[src/rtl/seq_shift_unit.sv]
// seq_shift_unit: iterative SLL/SRL/SRA execution unit, STEP bit positions per clock, valid/ready on both sides
module seq_shift_unit #(
  parameter int XLEN = 32,
  parameter int STEP = 1
) (
  input  logic            clk,
  input  logic            rst_n,
  input  logic            flush,
  input  logic            in_valid,
  output logic            in_ready,
  input  logic [XLEN-1:0] operand,
  input  logic [XLEN-1:0] shamt_in,
  input  logic [1:0]      op,
  output logic            out_valid,
  input  logic            out_ready,
  output logic [XLEN-1:0] result,
  output logic            busy
);
  typedef enum logic [1:0] {IDLE, SHIFT, DONE} state_t;
  localparam logic [1:0] OP_SLL = 2'b00, OP_SRL = 2'b01, OP_PASS = 2'b11;
  // cnt never exceeds 31, so a STEP of 32 behaves exactly like 31
  localparam logic [4:0] SMAX = (STEP >= 32) ? 5'd31 : 5'(STEP);
  state_t state_q, state_d;
  logic [XLEN-1:0] acc_q, acc_d, res_q, res_d, sra;
  logic [4:0] cnt_q, cnt_d, n;
  logic [1:0] op_q, op_d;
  logic accept, unused_hi;
  assign unused_hi = ^shamt_in[XLEN-1:5];
  assign in_ready = !flush && (state_q == IDLE || (state_q == DONE && out_ready));
  assign accept = in_valid && in_ready;
  assign out_valid = state_q == DONE;
  assign busy = state_q != IDLE;
  assign result = res_q;
  assign n = (cnt_q < SMAX) ? cnt_q : SMAX;
  assign sra = $signed(acc_q) >>> n;
  always_comb begin
    state_d = state_q;
    acc_d = acc_q;
    cnt_d = cnt_q;
    op_d = op_q;
    if (flush) state_d = IDLE;
    else if (accept) begin
      acc_d = operand;
      cnt_d = shamt_in[4:0];
      op_d = op;
      state_d = (shamt_in[4:0] == 5'd0 || op == OP_PASS) ? DONE : SHIFT;
    end else if (state_q == SHIFT) begin
      acc_d = (op_q == OP_SLL) ? acc_q << n : (op_q == OP_SRL) ? acc_q >> n : sra;
      cnt_d = cnt_q - n;
      state_d = (cnt_d == 5'd0) ? DONE : SHIFT;
    end else if (state_q == DONE && out_ready) state_d = IDLE;
    // result only moves when a value lands in DONE, so it holds across IDLE/SHIFT
    res_d = (state_d == DONE) ? acc_d : res_q;
  end
  always_ff @(posedge clk or negedge rst_n) begin
    if (!rst_n) begin
      state_q <= IDLE;
      acc_q <= '0;
      cnt_q <= '0;
      op_q <= '0;
      res_q <= '0;
    end else begin
      state_q <= state_d;
      acc_q <= acc_d;
      cnt_q <= cnt_d;
      op_q <= op_d;
      res_q <= res_d;
    end
  end
endmodule

[config.mk]
export PLATFORM = sky130hd
export DESIGN_NAME = seq_shift_unit
export DESIGN_NICKNAME = d
export VERILOG_FILES = /design/src/rtl/seq_shift_unit.sv
export SDC_FILE = /design/constraint.sdc
export NUM_CORES = 1
export LEC_CHECK = 0
export BUFFER_PORTS_ARGS = -buffer_cell sky130_fd_sc_hd__buf_4
export CAP_MARGIN = 20
export CORE_ASPECT_RATIO = 0.7
export CORE_UTILIZATION = 47
export DETAILED_ROUTE_END_ITERATION = 12
export GPL_TIMING_DRIVEN = 1
export PLACE_DENSITY = 0.76
export SYNTH_ARGS = -nofsm -noshare
export SYNTH_HDL_FRONTEND = slang
export SYNTH_SLANG_ARGS = --single-unit
[constraint.sdc]
create_clock -name clk -period 3 [get_ports clk]
set_clock_uncertainty 0.2 [all_clocks]
set_input_delay 0.6 -clock clk [delete_from_list [all_inputs] [get_ports clk]]
set_output_delay 0.6 -clock clk [all_outputs]
set_load 0.01 [all_outputs]
== Word-level counts from Yosys, hierarchy flattened ==
Index checks and enable logic that the tools add are counted.

* Reduce and logical (&&, ||, !) cells: 14
* Muxes and demuxes: 14
* Bitwise logic cells: 1
* $add $sub $neg: 1
* Eq/ne operators: 5
* $lt $le $gt $ge: 1
* Shifts and indexed selects: 3

{| class="wikitable"
|+ Operator list
! kind !! count
|-
| 32-bit two-way mux || 5
|-
| 32-bit by 5-bit left shift with 32-bit output || 1
|-
| 32-bit by 5-bit >> shifter with 32-bit output || 1
|-
| 32-bit by 5-bit >>> shifter with 32-bit output || 1
|-
| 5-bit two-way mux || 3
|-
| 2-bit two-way mux || 6
|-
| 5-bit zero test || 2
|-
| 2-bit == test (second input constant) || 3
|-
| 5-bit by 1-bit < comparator with 1-bit output (second input constant) || 1
|-
| 5-bit subtractor || 1
|-
| 2-bit by 1-bit == test with 1-bit output (second input constant) || 2
|-
| 2-bit zero test || 2
|-
| 2-bit AND reduction || 2
|-
| 2-bit nonzero test || 2
|-
| 1-bit logical AND || 3
|-
| 1-bit logical OR || 2
|-
| 1-bit zero test || 1
|-
| 1-bit NOT || 1
|}

* Flip-flop bits (word level): 73

== Longest topological paths before layout ==
* Word-level depth: 9
* Depth in mapped cells: 9
* Gate-level depth less buffers: 7

== Worst setup path before layout ==
Ideal clock, no wire load.

* Path type: register to register
* Start: register cnt_q[1]
* End: register res_q[10] (netlist: result[10])
* Slack: -0.073 ns
* Library setup time: 0.125 ns
* Period minus slack after synthesis: 3.073 ns
* Stages on the path, launching flop included: 10
* Data arrival time: 2.749 ns
* Buffers on the path: 2
* Cells stage by stage: dfrtp_1 -> or4_1 -> buf_2 -> or2b_2 -> ha_1 -> nand4_1 -> a211o_1 -> a211oi_2 -> buf_2 -> mux2_2

* Longest elaborated chain between the ends: 9
* Elaborated cells between the ends (all ways): 17
* Classes of those cells: add/sub (1); order compare (1); eq/ne (1); shift (3); mux (10); reduce/logical (1)

{| class="wikitable"
|+ Ends and longest elaborated chain
! element !! RTL line !! RTL
|-
| from (decl) || 25 || <nowiki>logic [4:0] cnt_q, cnt_d, n;</nowiki>
|-
| from (signal assigned) || 65 || <nowiki>cnt_q <= cnt_d;</nowiki>
|-
| 5-bit by 1-bit < comparator with 1-bit output || 34 || <nowiki>assign n = (cnt_q < SMAX) ? cnt_q : SMAX;</nowiki>
|-
| 5-bit two-way mux || 34 ||
|-
| 5-bit subtractor || 49 || <nowiki>cnt_d = cnt_q - n;</nowiki>
|-
| 5-bit zero test || 50 || <nowiki>state_d = (cnt_d == 5'd0) ? DONE : SHIFT;</nowiki>
|-
| 2-bit two-way mux || 50 ||
|-
| 2-bit two-way mux || 47 || <nowiki>end else if (state_q == SHIFT) begin</nowiki>
|-
| 2-bit two-way mux || 42 || <nowiki>else if (accept) begin</nowiki>
|-
| 2-bit two-way mux || 41 || <nowiki>if (flush) state_d = IDLE;</nowiki>
|-
| 2-bit == test || 53 || <nowiki>res_d = (state_d == DONE) ? acc_d : res_q;</nowiki>
|-
| to (signal assigned) || 67 || <nowiki>res_q <= res_d;</nowiki>
|-
| to (decl) || 24 || <nowiki>logic [XLEN-1:0] acc_q, acc_d, res_q, res_d, sra;</nowiki>
|}

Several ways; a longest one is shown, not always the timed one.
A chain may end at the register's enable or synchronous reset.

== Final worst setup path ==
* Start: register cnt_q[2]
* End: register res_q[31] (netlist: result[31])

Same word-level chain as after synthesis.

==> impl_results.rst <==
.. list-table::
   :header-rows: 1

   * - Metric
     - Value
   * - Final Setup Violations
     - 0
   * - Slew @ Worst Pin
     - 0.905 ns
   * - Cell area after synthesis
     - 3640 sq um
   * - Number of warnings issued by yosys
     - 0
   * - First-pass detailed-route iteration total
     - 4
   * - Unrepaired setup endpoints after global routing
     - no
   * - Mean number of vias per cell
     - 5.98
   * - Clock root cell
     - clkbuf_8
   * - Row count
     - 26
   * - Final worst-path cycle share
     - 0.967
   * - Final hold slack
     - 0.158 ns
   * - Multi-input logic area
     - 1650 sq um
   * - Post-DP HPWL
     - 5920 um
   * - Number of flops mapped to enable cells by yosys
     - 0
   * - Clock network latency to the later pin of the worst-skew pair
     - 0.35 ns
   * - Worst VDD drop
     - 0.451 mV
   * - Via Count
     - 2991
   * - Total nets after synthesis
     - 385
   * - Switching portion of total power
     - 0.335
   * - Clock H-tree levels
     - 3
   * - Number of DRC markers in iteration 0
     - 191
   * - Seq. cell area
     - 1830 sq um
   * - Largest net degree at the start of global routing
     - 74
   * - Number of input and output port buffers inserted
     - 78
   * - PostCTS Resize Cnt
     - 0
   * - Post-CTS Hold Fix Bufs
     - 0
   * - Number of distinct standard cells referenced by the synthesized netlist
     - 47
   * - Power Dens Cells
     - 807 nW/um^2
   * - Total DRC errors in the routed layout
     - 0
   * - Synth Flop Type
     - dfrtp_1
   * - Number of placed instances, taps included
     - 482
   * - Total die area
     - 8100 sq um
   * - Critical path capture point type
     - flop
   * - Clk pwr share
     - 0.206
   * - Aggregate global-route resource usage
     - 0.231
   * - First-pass GRT wire length
     - 14100 um
   * - Total clock buffers created by CTS
     - 9
   * - Worst slew margin relative to its limit
     - 0.397
   * - Number of fill cells in the layout
     - 589
   * - Leakage
     - 1.99 nW
   * - Commonest non-fill, non-tap cell in the layout
     - buf_4
   * - CORE AREA
     - 7380 sq um
   * - Clock tree from TritonCTS
     - yes
   * - Avg Synthesized Cell Area
     - 11.6 sq um
   * - Startpoint Class
     - flop
   * - Data arrival at the endpoint of the critical path
     - 2.93 ns
   * - Final Max Slew Viols
     - 0
   * - NumNets Final
     - 469
   * - Internal cell power
     - 2.47 mW
   * - GPL Wtd Cong
     - 0.850
   * - Power dissipated by switching net loads
     - 1.24 mW
   * - Proportion of register bits with asynchronous set or reset after synthesis
     - 1.00
   * - Logic gate share of total power
     - 0.368
   * - Status
     - finished, final reports clean
   * - Via count of the first global-routing pass
     - 2786
   * - Post-synthesis instance total
     - 313
   * - Proportion of netlist area held by the largest area contributor
     - 0.502
   * - Sequential cell fraction of total power
     - 0.426
   * - Ant. Diodes
     - 0
   * - Die width
     - 107 um
   * - Worst hold path class
     - in2async
   * - Max Clk Rate
     - 0.345 GHz
   * - Initial standard-cell utilization of the core
     - 0.493
   * - Gr ovfl total
     - 0
   * - Final hold violation count
     - 0
   * - Commonest non-fill, non-tap cells in the layout
     - buf_4, dfrtp_1, mux2_2
   * - Part of the Yosys area used for sequential elements
     - 0.502
   * - Post-DR wirelength/cell
     - 17.8 um
   * - Floorplan die height
     - 75.6 um
   * - Crit Path Max Fanout
     - 14
   * - Setup bufs post-CTS
     - 0
   * - Max cap viols
     - 0
   * - I/O Pins
     - 106
   * - Critical Path RT
     - 3.03 ns
   * - Area growth from synthesis to final layout
     - 26.3%
   * - Cell types with the largest area share after synthesis
     - dfrtp_1, mux2_2, mux2i_1, a22oi_1, o211ai_1
   * - Maximum number of buffers from clock root to sink
     - 2
   * - Total Wirelength
     - 8900 um
   * - Post-detailed-route count of antenna-violating nets
     - 0
   * - Clock Pin Slew Worst Setup and Hold Paths
     - 0.07 ns
   * - Path type of the worst setup path
     - reg2reg
   * - Fraction of layout cells with a size suffix above 1
     - 0.381
   * - Non-filler cells, final
     - 500
   * - Initial antenna violation count
     - 0
   * - Clock period minus final worst setup slack
     - 2.90 ns
   * - Post-synthesis register bit count
     - 73
   * - Cell type with the largest total area after synthesis
     - dfrtp_1
   * - Total number of clock tree sinks
     - 73
worst max-delay path, cell delays in order (launching register included):
cell,delay [ns]
dfrtp_1,0.40
or4_1,0.53
or2b_2,0.21
ha_1,0.17
nand4_1,0.09
a211o_1,0.33
a211oi_4,0.15
buf_4,0.18
clkbuf_16,0.19
mux2_2,0.33
Yosys cell counts (all sizes together), types with 3 or more instances:
master  number
a22oi       25
o211ai      25
nor2        11
a221o        7
nand2       14
clkbuf      14
inv          8
dfrtp       73
mux2        32
buf          9
nor3         5
mux2i       24
a211o        4
a211oi       4
o21ai        3
nand3       23
a21oi        3
o221ai       3
nor3b        3
stage by stage:
step | area, sq um | setup TNS, ns | worst slack [ns] | utilization | power (mW)
2_1_floorplan | 3650 | -0.0643 | -0.00362 | - | 2.33
3_3_place_gp | 4370 | 0 | 0.0950 | 0.591 | 2.90
4_1_cts | 4560 | 0 | 0.0439 | 0.618 | 3.72
3_5_place_dp | 4370 | 0 | 0.0835 | 0.591 | 2.94
6_report | 4600 | 0 | 0.0977 | 0.622 | 3.71
5_1_grt | 4600 | 0 | 0.0205 | 0.622 | 3.95
layer usage:
metal  wire length [um]  vias up  part of all wire  track usage
li1                   -     1388                 -            -
met1               4280     1474              0.48        0.343
met2               3860      119              0.43        0.326
met3                658       10             0.074       0.0599
met4                109        0             0.012       0.0883
met5                  0        -                 0            0
logic make-up after synthesis:
kind of cell               after synthesis  share of synthesized area
DFF                                     73                      0.502
AOI/OAI and AO/OA                       84                      0.188
and+or+nand+nor                         67                     0.0932
buffers and inverters                   32                     0.0475
muxes                                   56                      0.166
adders and majority gates                1                    0.00344
area by class of cell:
class | count | share of cell area
flip-flops and latches | 73 | 0.397
multi-input cells | 208 | 0.360
repair buffers | 96 | 0.166
clock buffers | 10 | 0.0278
well taps | 98 | 0.0267
clock inverters | 6 | 0.0147
inverters | 9 | 0.00735
path summary, 6_finish.rpt:
path	startpoint	endpoint	slack, ns	cells after the start
worst max-delay path	cnt_q[2]$_DFFE_PN0P_	result[31]$_DFFE_PN0N_	0.1	9
worst min-delay path	rst_n	cnt_q[3]$_DFFE_PN0P_	0.16	1
worst max register to register	cnt_q[2]$_DFFE_PN0P_	result[31]$_DFFE_PN0N_	0.1	9
worst min register to register	result[20]$_DFFE_PN0N_	result[20]$_DFFE_PN0N_	0.31	1
max in group asynchronous	rst_n	op_q[1]$_DFFE_PN0P_	1.83	1
min in group clk	op[0]	op_q[0]$_DFFE_PN0P_	0.28	3
power by group through the flow:
stage,clock (mW),combinational (mW),sequential [mW]
6_report,0.765,1.36,1.58
5_1_grt,0.827,1.50,1.63
4_1_cts,0.780,1.36,1.58
3_5_place_dp,0,1.35,1.59
3_3_place_gp,0,1.32,1.58
2_1_floorplan,0,0.687,1.64
flip-flops by register name, summed over array words and instances, names as in the netlist:
name / count
acc_q: 32
state_q: 2
cnt_q: 5
op_q: 2
result: 32
(Power assumes the default switching activity.)
